==> config.mk <==
export PLATFORM = sky130hd
export DESIGN_NAME = vsa_mem_subsys
export DESIGN_NICKNAME = d
export VERILOG_FILES = /design/src/rtl/vsa_mem_subsys.sv
export SDC_FILE = /design/constraint.sdc
export NUM_CORES = 1
export LEC_CHECK = 0
export BUFFER_PORTS_ARGS = -buffer_cell sky130_fd_sc_hd__clkbuf_2
export CAP_MARGIN = 20
export CORE_AREA = 8 8 213 215
export DETAILED_ROUTE_END_ITERATION = 10
export DIE_AREA = 0 0 221 223
export GPL_TIMING_DRIVEN = 0
export PLACE_DENSITY = 0.67
export SETUP_SLACK_MARGIN = 0.5
export SYNTH_ARGS = -nofsm -noshare
export SYNTH_HDL_FRONTEND = slang
export SYNTH_SLANG_ARGS = --single-unit
==> constraint.sdc <==
create_clock -name clock -period 5.2 [get_ports clock]
set_clock_uncertainty 0.15 [all_clocks]
set_input_delay 1.04 -clock clock [delete_from_list [all_inputs] [get_ports clock]]
set_output_delay 1.04 -clock clock [all_outputs]
set_load 0.005 [all_outputs]
==> src/rtl/vsa_mem_subsys.sv <==
// vsa_mem_subsys: memory subsystem for the 12-bit VSA processor.
// Holds a 32x12 instruction memory and a 32x5 data memory. Both core read
// ports are combinational. After reset a bring-up engine zeroes dmem
// (CLEAR), then accepts a streamed image over a valid/ready port (LOAD),
// and only then enables the core (RUN).
//
// Ports:
//   clock, reset_n     master clock, synchronous active-low reset
//   pc / instruction   core fetch port: instruction = imem[pc] in RUN, else 0
//   addr / datain      core load port: datain = dmem[addr] in RUN, else 0
//   dataout, wr        core store port, honoured only in RUN
//   ld_valid/ld_ready  loader handshake; ld_ready is high only in LOAD
//   ld_sel             0 = word goes to imem, 1 = word goes to dmem
//   ld_data, ld_last   loader word and end-of-image marker
//   run                core clock enable, high only in RUN
//   st_count           saturating count of stores accepted in RUN
module vsa_mem_subsys #(
  parameter int AW = 5,
  parameter int IW = 12,
  parameter int DW = 5,
  parameter int CW = 8
) (
  input  logic          clock,
  input  logic          reset_n,
  input  logic [AW-1:0] pc,
  output logic [IW-1:0] instruction,
  input  logic [AW-1:0] addr,
  input  logic [DW-1:0] dataout,
  input  logic          wr,
  output logic [DW-1:0] datain,
  input  logic          ld_valid,
  output logic          ld_ready,
  input  logic          ld_sel,
  input  logic [IW-1:0] ld_data,
  input  logic          ld_last,
  output logic          run,
  output logic [CW-1:0] st_count
);

  localparam int Depth = 1 << AW;

  typedef enum logic [1:0] {
    CLEAR = 2'd0,
    LOAD  = 2'd1,
    RUN   = 2'd2
  } state_t;

  state_t state, nextState;

  logic [IW-1:0] imem [0:Depth-1];
  logic [DW-1:0] dmem [0:Depth-1];

  logic [AW-1:0] clrPtr;
  logic [AW-1:0] ldPtr;
  logic [AW-1:0] ldAddr;
  logic          prevSel;
  logic          xfer;
  logic          store;

  // A change of target between consecutive transfers restarts the image at
  // address 0. prevSel resets to 0, matching ldPtr=0, so the very first
  // transfer lands at 0 whichever memory it targets.
  assign ldAddr = (ld_sel != prevSel) ? '0 : ldPtr;

  always_ff @(posedge clock) begin
    if (!reset_n) state <= CLEAR;
    else          state <= nextState;
  end

  always_comb begin
    nextState = state;
    xfer      = 1'b0;
    store     = 1'b0;
    unique case (state)
      CLEAR: if (clrPtr == '1) nextState = LOAD;
      LOAD: begin
        xfer = ld_valid;
        if (ld_valid && ld_last) nextState = RUN;
      end
      RUN:     store = wr;
      default: nextState = CLEAR;
    endcase
  end

  assign ld_ready    = (state == LOAD);
  assign run         = (state == RUN);
  assign instruction = run ? imem[pc] : '0;
  assign datain      = run ? dmem[addr] : '0;

  always_ff @(posedge clock) begin
    if (!reset_n) begin
      clrPtr   <= '0;
      ldPtr    <= '0;
      prevSel  <= 1'b0;
      st_count <= '0;
    end else begin
      if (state == CLEAR) clrPtr <= clrPtr + 1'b1;
      if (xfer) begin
        ldPtr   <= ldAddr + 1'b1;
        prevSel <= ld_sel;
      end
      if (store && (st_count != '1)) st_count <= st_count + 1'b1;
    end
  end

  // Arrays carry no reset; writes are simply suppressed while reset is held.
  always_ff @(posedge clock) begin
    if (reset_n) begin
      if (state == CLEAR) begin
        dmem[clrPtr] <= '0;
      end else if (xfer) begin
        if (ld_sel) dmem[ldAddr] <= ld_data[DW-1:0];
        else        imem[ldAddr] <= ld_data;
      end else if (store) begin
        dmem[addr] <= dataout;
      end
    end
  end

endmodule

; ---- Word level (Yosys, flattened, before mapping)
; Memories as Yosys holds them, arrays and structs flattened.
; Cells that the tools add are included.
[op_classes]
addsub = 3
mul = 0
div_mod_pow = 0
order_cmp = 0
eq_ne = 7
shift = 0
muxes = 32
n_bitwise = 1
reduce_logical = 6
[op_table]
columns = cell, n
row1 = 5-bit two-way mux, 6
row2 = 1-bit two-way mux, 22
row3 = 12-bit two-way mux, 1
row4 = 5-bit by 1-bit adder with 5-bit output (second input constant), 2
row5 = 5-bit OR reduction, 2
row6 = 8-bit by 1-bit adder with 8-bit output (second input constant), 1
row7 = 8-bit inequality test (second input constant), 1
row8 = 2-bit one-hot mux with 3 select lines, 1
row9 = 5-bit equality test (second input constant), 1
row10 = 2-bit two-way mux, 2
row11 = 3-bit AND reduction, 1
row12 = 2-bit by 1-bit equality test with 1-bit output (second input constant), 1
row13 = 2-bit equality test (second input constant), 1
row14 = 1-bit logical AND, 2
row15 = 2-bit zero test, 1
row16 = 2-bit by 1-bit inequality test with 1-bit output (second input constant), 1
row17 = 2-bit inequality test (second input constant), 1
row18 = 1-bit inequality test, 1
row19 = 1-bit NOT, 1
[word_totals]
regBits = 21
latch_bits = 0
ramBits = 544
romBits = 0
inputBits = 33
out_inout_bits = 27
wordCells = 56
memories = 2
[mem_list]
columns = memory, words, word_bits, rd, rd_clocked_by_memory_dff, wr, line_no
row1 = imem, 32, 12, 1, 0, 1, 50  ; logic [IW-1:0] imem [0:Depth-1];
row2 = dmem, 32, 5, 1, 0, 1, 51  ; logic [DW-1:0] dmem [0:Depth-1];

; ---- Longest topological paths before layout
; Gate-level depths: netlist of run 1.
[logic_depth]
word_depth = 9
depth_mapped = 10
mapped_depth_nobuf = 8

; ---- Worst setup path before layout of run 1
; OpenSTA, ideal clock, no wires.
[synth_path]
path_kind = input -> output
startpoint = in pc[1]
endpoint = out instruction[9]
arrival_ns = 2.404
required_ns = 4.010
setup_slack_ns = 1.606
cell_stages = 6
path_buffers = 3
cell_sequence = buf_2 -> buf_6 -> buf_6 -> mux4_2 -> a221oi_1 -> a21oi_1
[synth_via]
elab_chain_cells = 2
[synth_rtl]
columns = item, line_no
row1 = from (decl), 25  ; input logic [AW-1:0] pc,
row2 = memory read 32 x 12 bit, --
row3 = 12-bit two-way mux, 87  ; assign instruction = run ? imem[pc] : '0;
row4 = to (decl), 26  ; output logic [IW-1:0] instruction,
; No other way between the ends.

; ---- Final worst setup path of run 1
[layout_path]
startpoint = in pc[2]
endpoint = out instruction[4]
; Same word-level chain as after synthesis.

==> run summary, run 1 <==
The flow ran to the end, and the final reports show no timing, DRC or antenna violations. The number of nets handed over by synthesis was 1186. Internal power comes to 7.10 mW. For this run, the detailed router's first-pass iteration total came to 5.

The largest total area in the synthesized netlist belongs to sky130_fd_sc_hd__edfxtp_1. The run gives 0.328 as the remaining max-slew budget at the tightest pin. For this block, the via count after detailed routing is 11495.

Area share of the leading cell type in the synthesized netlist: 0.720. The clock net in this run drives a total of 565 sinks. The logs give 0.042 for the share of total power in combinational logic and 2210 ps for the internal reg-to-reg setup slack.

The switching share of power was 0.207; the number of vias per cell was 6.13. The layout cell share with drive strength beyond 1 was 0.245; the final wirelength was 49.4 mm. Data on the critical path is required at its endpoint by 4010 ps.

The tools report the launch instance of the worst register-to-register path as prevSel$_SDFFE_PN0P_. The post-synthesis async set-or-reset flop share works out to 0. The antenna cell count is 0, and the cell area after placement is 0.0239 mm2.

The count of final setup violators came out at 0. Summed over all layers, the global routing overflow is 0. The first global-routing pass estimated 73.1 mm of wire.

The number of cells on the worst hold path works out to 2. The kind of cell with the highest combined delay along the critical path is buffers and inverters. The initialized floorplan defines 76 standard-cell rows. The count of cells along the worst register-to-register path is 9.

With fillers left out, the area of the finished cells amounts to 0.0256 mm2. The horizontal extent of the die was 221 um; the placeable core region was 0.0423 mm2. Entering global routing, the biggest net connects 34 pins. The logs give 0.739 for the sequential cell area fraction in the yosys report and 0 for the max-capacitance violation count. The H-tree generated during clock tree synthesis spans 2 levels. The number of global-route vias before repair is 11649. The upper clock frequency limit was 217 MHz. The floorplan step set the die height to 223 um. The number of buffers added by the clock tree synthesis step was 55. The worst setup path is launched from a primary input. The detailed router finished its first iteration with 1319 violations.

The logs give 0 for the count of yosys warnings during synthesis and 0 ps for the setup TNS. For this design, the slowest cell found on the critical path is sky130_fd_sc_hd__clkbuf_1. The predominant post-synthesis flop cell is sky130_fd_sc_hd__edfxtp_1. The cell area that synthesis handed to floorplanning was 0.0227 mm2.

Together, buffers and inverters on the worst path number 3. The data arrival time of the worst path is 3420 ps, and the number of synthesized register bits is 565. Counting along the longest clock path gives a buffer depth of 3. Number of hold violations in the final report: 0. The worst hold path begins at clrPtr[4]$_SDFFE_PN0P_.

The largest single stage delay on the critical path is 550 ps. The count of filler cells inserted in the layout is 3011, and the starting density of the core is 0.536. TritonCTS built the clock tree.

The logs give 0.0493 mm2 for the area enclosed by the die boundary and 59 for the distinct cell type count after synthesis. After legalization and detailed placement, the total HPWL measured 33.1 mm. Summed over all nets, the switching power comes to 1.85 mW.

The signal on the critical path passes through buf_2, clkbuf_1, mux4_2, mux2i_1, nor2_1, a221oi_1, a21oi_1, clkbuf_2. After technology mapping, the gate count stands at 1146. The startpoint-to-endpoint class of the critical path was in -> out. For this run, design rule violations remaining after detail routing come to 0. In this run the worst path has a maximum fanout of 10. The number of hold buffers added after CTS was 0.

In this run the mean area of a mapped cell was 19.8 um2. For the global placement routability congestion, the log shows 0.840. The power per cell area came out at 349 mW/mm2. The logs give 8.01 nW for the reported leakage power and 600 ps for the latest clock arrival within the worst-skew pair.

Setup repair after global routing left no endpoint under its margin. For the total track usage, the log shows 0.199. The worst reg2reg path endpoint was imem[3][1]$_DFFE_PP_. Yosys attributes the largest share of cell area to sky130_fd_sc_hd__edfxtp_1, sky130_fd_sc_hd__mux4_2, sky130_fd_sc_hd__mux2i_1, sky130_fd_sc_hd__mux4_1, sky130_fd_sc_hd__dfxtp_1. The post-route minimum period came out at 4610 ps. The initial antenna violation count is 0, and the residual antenna-violating net count after detailed routing is 0. Relative to the synthesized area, the layout overhead comes to 13.0%.

Across the VDD grid, the largest voltage drop is 0.322 mV. The tightest min-delay check is of the reg -> reg type. STA classifies the critical path endpoint as a primary output.

The clock-pin slew reported for the worst setup and hold paths after clock tree synthesis is 60 ps. The slew at the pin with the worst max-slew slack is 1010 ps, and the final worst-path cycle share is 0.887. The logs give 0 for the max-slew violation total from the final report and 60 for the top-level I/O count. In the final routed layout, each cell accounts on average for 26.3 um. The clock group share of total power was 0.402. Counting flops with a built-in enable in the synthesized netlist gives 544.

The tree is rooted in a sky130_fd_sc_hd__clkbuf_16. At the end of the flow, the number of nets in the layout was 1329. The part of the power in registers is 0.556, and the count of port buffers added during placement is 50.

For hold timing, the worst endpoint is clrPtr[4]$_SDFFE_PN0P_.
[worst register-to-register path, stage by stage, from the launching register on]
cell and delay, ps:
sky130_fd_sc_hd__dfxtp_1 300, sky130_fd_sc_hd__clkbuf_2 170, sky130_fd_sc_hd__xnor2_1 240, sky130_fd_sc_hd__buf_2 240
sky130_fd_sc_hd__nand2_1 130, sky130_fd_sc_hd__inv_1 110, sky130_fd_sc_hd__ha_1 220, sky130_fd_sc_hd__nand2_1 250
sky130_fd_sc_hd__nor2_1 670, sky130_fd_sc_hd__buf_6 240
[final cells by class]
cell class	instances	area [um2]	area share
plain buffers	64	427	0.0166
clock buffers	74	1480	0.0577
clock inverters	23	119	0.00464
inverters	5	18.8	0.000732
multi-input cells	512	5490	0.214
flip-flops and latches	565	16800	0.654
well taps	546	683	0.0267
repair buffers	86	662	0.0258
[routing by layer]
metal	vias to the layer above	GRT usage	wire length, um
met4	0	0.0560	1040
met5	-	0	0
met1	5972	0.261	20200
met2	453	0.341	24800
li1	5001	-	-
met3	69	0.0326	3320
[how the worst max path moves through the flow]
stage	depth (start not counted)	end	startpoint	slack, ps
after detailed placement	8	instruction[4]	pc[2]	560
after global placement	8	instruction[4]	pc[2]	590
after global routing	8	instruction[2]	pc[2]	520
after CTS	8	instruction[4]	pc[2]	560
final	8	instruction[4]	pc[2]	590
after floorplan	6	instruction[9]	pc[1]	1610
[logic make-up after synthesis]
family / synth area share
flip-flops: 0.739
buffers and inverters: 0.0196
AND/OR/NAND/NOR: 0.0411
multiplexers: 0.158
adder cells (fa/ha/maj): 0.00386
AO/OA/AOI/OAI: 0.0339
XOR/XNOR: 0.00463
[stage by stage]
stage	utilization	cells	total power, mW	setup slack [ps]	hold WS, ps
after detailed placement	0.566	1774	5.45	559	351
after floorplan	-	1146	5.30	1610	314
after CTS	0.604	1871	9.01	559	365
after global placement	0.558	1742	5.44	589	341
final	0.606	1875	8.95	587	368
after global routing	0.606	1875	9.20	525	393
[synthesized netlist by cell type, types with 7 or more instances]
library cell / n
sky130_fd_sc_hd__mux2i_1: 58
sky130_fd_sc_hd__a221oi_1: 11
sky130_fd_sc_hd__o21ai_0: 12
sky130_fd_sc_hd__mux2_2: 9
sky130_fd_sc_hd__buf_2: 18
sky130_fd_sc_hd__nor2_1: 105
sky130_fd_sc_hd__mux4_1: 20
sky130_fd_sc_hd__nand4_1: 12
sky130_fd_sc_hd__a22oi_1: 12
sky130_fd_sc_hd__a22o_1: 7
sky130_fd_sc_hd__a221o_1: 12
sky130_fd_sc_hd__edfxtp_1: 544
sky130_fd_sc_hd__a21oi_1: 24
sky130_fd_sc_hd__mux4_2: 106
sky130_fd_sc_hd__buf_4: 16
sky130_fd_sc_hd__clkbuf_1: 15
sky130_fd_sc_hd__nand3_1: 13
sky130_fd_sc_hd__xor2_1: 9
sky130_fd_sc_hd__nand2_1: 25
sky130_fd_sc_hd__dfxtp_1: 21
sky130_fd_sc_hd__nor2b_1: 10
sky130_fd_sc_hd__ha_1: 7
[state kept, by name (all words and copies together) (netlist names)]
| register | count |
|---|---|
| imem | 384 |
| st_count | 8 |
| ldPtr | 5 |
| dmem | 160 |
| clrPtr | 5 |
| state | 2 |
| prevSel | 1 |
[placed cells by master, fill, tap and decap left out, drive strengths merged, types with 9 or more instances in the layout]
cell type  count
nor2b         10
clkinv        21
xor2           9
mux2i         58
nand3         14
nor2         105
nand4         12
nand2         25
a22oi         12
dfxtp         21
and2           9
edfxtp       544
mux4         126
o21ai         12
a221oi        12
buf           84
a21oi         24
clkbuf       140
a221o         12
mux2           9
[power by group through the flow]
stage	registers [mW]	logic [mW]	clock network (mW)
6_report	4.98	0.375	3.60
3_5_place_dp	5.08	0.376	0
3_3_place_gp	5.08	0.369	0
4_1_cts	4.98	0.377	3.65
2_1_floorplan	5.07	0.228	0
5_1_grt	4.98	0.398	3.83
[timing repair]
action	in CTS	in global routing
setup buffers	0	0
gates resized for setup	0	2
setup endpoints to repair	0	1
Power figures use the tool's default switching activity.
==> run 2, diff against run 1 <==
--- a/config.mk
+++ b/config.mk
@@ -7,9 +7,10 @@
 export LEC_CHECK = 0
 export BUFFER_PORTS_ARGS = -buffer_cell sky130_fd_sc_hd__clkbuf_2
 export CAP_MARGIN = 20
-export CORE_AREA = 8 8 213 215
+export CORE_AREA = 2 2 207 209
+export CTS_BUF_LIST = sky130_fd_sc_hd__clkbuf_8
 export DETAILED_ROUTE_END_ITERATION = 10
-export DIE_AREA = 0 0 221 223
+export DIE_AREA = 0 0 209 211
 export GPL_TIMING_DRIVEN = 0
 export PLACE_DENSITY = 0.67
 export SETUP_SLACK_MARGIN = 0.5
==> run summary, run 2 (synthesis results as in run 1) <==
The data arrival time of the worst path is 3320 ps (was 3420 ps). The count of final setup violators came out at 0 (unchanged). The cell at the root of the clock tree is sky130_fd_sc_hd__clkbuf_8 (was sky130_fd_sc_hd__clkbuf_16). Largest registers: imem: 384 flops, dmem: 160 flops, st_count: 8 flops (unchanged). Total number of nets in the final design: 1366 (was 1329). The buffer depth of the longest clock path came out at 3 (unchanged). The tools report the max-slew violation total from the final report as 0 (unchanged). Clock-pin slew reported for the worst setup and hold paths after clock tree synthesis: 50 ps (was 60 ps).

The number of placed instances with taps included was 1767 (was 1774); the placeable core region was 0.0418 mm2 (was 0.0423 mm2). The logs give 0 (unchanged) for the total DRC errors in the routed layout and 0 (unchanged) for the overall overflow remaining after global route. The upper clock frequency limit was 222 MHz (was 217 MHz). The setup fix buffers added after clock tree synthesis was 0 (unchanged); the count of port buffers added during placement was 50 (unchanged). The number of buffers added by the clock tree synthesis step is 92 (was 55), and the estimated wirelength of the detail-placed design is 33.2 mm (was 33.1 mm).

The register area is 0.0168 mm2 (unchanged), and the count of filler cells inserted in the layout is 2922 (was 3011). The logs give 640 ps (was 600 ps) for the latest clock arrival within the worst-skew pair and 2110 ps (was 2210 ps) for the internal reg-to-reg setup slack. The slew at the pin with the worst max-slew slack is 1020 ps (was 1010 ps). The remaining max-slew budget at the tightest pin is 0.322 (was 0.328), and the power per cell area is 342 mW/mm2 (was 349 mW/mm2). The total track usage was 0.234 (was 0.199); the site row count was 75 (was 76).

The required time of the critical path was 4010 ps (about the same). Type of the worst min-delay path: reg -> reg (unchanged). Among the stages of the critical path, the cell type that occurs most often is sky130_fd_sc_hd__buf_4.

The flip-flop count of the largest register after layout is 384 (unchanged). TritonCTS built the clock tree. The buffering stage count on the worst path with inverters included came out at 5 (was 3). The starting density of the core came out at 0.543 (was 0.536). The leading cell type in the layout, fill and taps excluded was sky130_fd_sc_hd__edfxtp_1 (unchanged). The final routed wire length divided by cell count is 25.9 um (was 26.3 um), and the number of sinks handled by clock tree synthesis is 565 (unchanged). Layout cell share with drive strength beyond 1: 0.266 (was 0.245). The cell at the slowest stage of the critical path is sky130_fd_sc_hd__mux2i_1 (was sky130_fd_sc_hd__clkbuf_1). The run gives 34 (unchanged) as the largest net degree at the start of global routing. The initial antenna violation count was 2 (was 0). Maximum single-stage delay on the critical path: 460 ps (was 550 ps). The height of the die was 211 um (was 223 um). The run gives 11831 (was 11649) as the number of global-route vias before repair. CP cell instances: buf_4, buf_6, buf_4, buf_2, mux2i_1, nor2_1, a221oi_1, a21oi_1, clkbuf_2 (was buf_2, clkbuf_1, mux4_2, mux2i_1, nor2_1, a221oi_1, a21oi_1, clkbuf_2). The run gives 0.867 (was 0.840) as the global placement routability congestion.

Cell type group with the largest total delay on the critical path: buffers and inverters (unchanged). The number of cells in the finished layout apart from fillers was 1941 (was 1875). The H-tree level count is 3 (was 2), and the final worst-path cycle share is 0.867 (was 0.887). The tools report the number of hold violations in the final report as 0 (unchanged). For the worst IR drop on VDD, the log shows 0.374 mV (was 0.322 mV).

The area added between synthesis and finish was 13.3% (was 13.0%); the number of gates given a new drive strength after cts was 0 (unchanged). The area enclosed by the die boundary came out at 0.0441 mm2 (was 0.0493 mm2). The tools report the final wirelength as 50.3 mm (was 49.4 mm).

For the final core area utilization, the log shows 0.616 (was 0.606). Wire length of the first global-routing pass: 74.6 mm (was 73.1 mm). Setup repair after global routing left no endpoint under its margin.

The run finished with clean final reports. The residual antenna-violating net count after detailed routing is 0 (unchanged), and the largest fanout on the critical path is 10 (unchanged). The tools report the startpoint kind of the worst setup timing path as a primary input (unchanged). The number of vias per cell was 6.06 (was 6.13).

The horizontal extent of the die was 209 um (was 221 um). Capturing element type of the critical path: a primary output (unchanged). The run gives 5 (unchanged) as the first-pass detailed-route iteration total. The hold buffer count at CTS was 0 (unchanged); the top-level I/O count was 60 (unchanged). For the number of vias after detailed routing, the log shows 11767 (was 11495). The reported leakage power is 8.20 nW (was 8.01 nW). The cell area after placement was 0.0239 mm2 (about the same). Largest register by flop count: imem (unchanged). The total area of multi-input combinational cells was 0.00549 mm2 (unchanged); the number of DRC violations after detailed-routing iteration 0 was 1180 (was 1319). The logs give 0.0257 mm2 (was 0.0256 mm2) for the area of all placed cells without fillers and 0 (unchanged) for the max-capacitance violation count. The post-route minimum period came out at 4510 ps (was 4610 ps). The setup TNS is 0 ps (unchanged). Leading cell types in the layout, fill and taps excluded: sky130_fd_sc_hd__edfxtp_1, sky130_fd_sc_hd__mux4_2, sky130_fd_sc_hd__nor2_1 (unchanged).

The startpoint-to-endpoint class of the critical path was in -> out (unchanged).
==> run 2: cell types whose count changed in the layout (fill, tap and decap cells not counted), sizes merged <==
cell / previous run / this run
inv: 7 / 42
clkbuf: 140 / 160
clkinv: 21 / 33
clkinvlp: 0 / 4
bufinv: 0 / 1
diode: 0 / 1
==> run 2: final timing paths <==
| check | startpoint | end | cells past startpoint |
|---|---|---|---|
| max | pc[0] | instruction[4] | 9 |
| min | clrPtr[1]$_SDFFE_PN0P_ | clrPtr[1]$_SDFFE_PN0P_ | 2 |
| max reg2reg | state[0]$_SDFFE_PN0P_ | imem[24][1]$_DFFE_PP_ | 6 |
| min reg2reg | clrPtr[1]$_SDFFE_PN0P_ | clrPtr[1]$_SDFFE_PN0P_ | 2 |
==> run 2: stage by stage <==
stage | power, mW | setup slack, ps | hold slack (ps)
after floorplan | 5.30 | 1610 | 314
after global placement | 5.45 | 557 | 347
after detailed placement | 5.45 | 587 | 362
after CTS | 8.86 | 567 | 371
after global routing | 9.07 | 586 | 394
final | 8.79 | 692 | 373
==> run 2: worst register-to-register path, cell delays in order, from the launching register on <==
cell and delay [ps]:
sky130_fd_sc_hd__dfxtp_1 390, sky130_fd_sc_hd__buf_2 230, sky130_fd_sc_hd__nand3_1 100, sky130_fd_sc_hd__nor3_1 440, sky130_fd_sc_hd__nand2_1 420, sky130_fd_sc_hd__nor2_1 750
sky130_fd_sc_hd__buf_4 310
==> run 2: where the power goes <==
group / internal [mW] / leakage, nW / switching [mW]
combinational: 0.143 / 2.45 / 0.230
clock: 1.73 / 0.966 / 1.71
sequential: 4.98 / 4.79 / 0.00405
total: 6.85 / 8.20 / 1.94
==> run 2: layout make-up <==
class	instances	share of cell area
multi-input combinational	512	0.214
timing repair buffer	86	0.0270
inverter	5	0.000730
clock buffer	94	0.0503
clock inverter	75	0.0135
tap	539	0.0262
sequential	565	0.652
buffer	64	0.0166
antenna	1	0.0000974
==> run 2: routing by layer <==
metal / track usage / up-vias / share of wire
li1: - / 5104 / -
met4: 0.0776 / 0 / 0.025
met1: 0.325 / 6080 / 0.43
met2: 0.379 / 489 / 0.49
met5: 0 / - / 0
met3: 0.0428 / 94 / 0.064
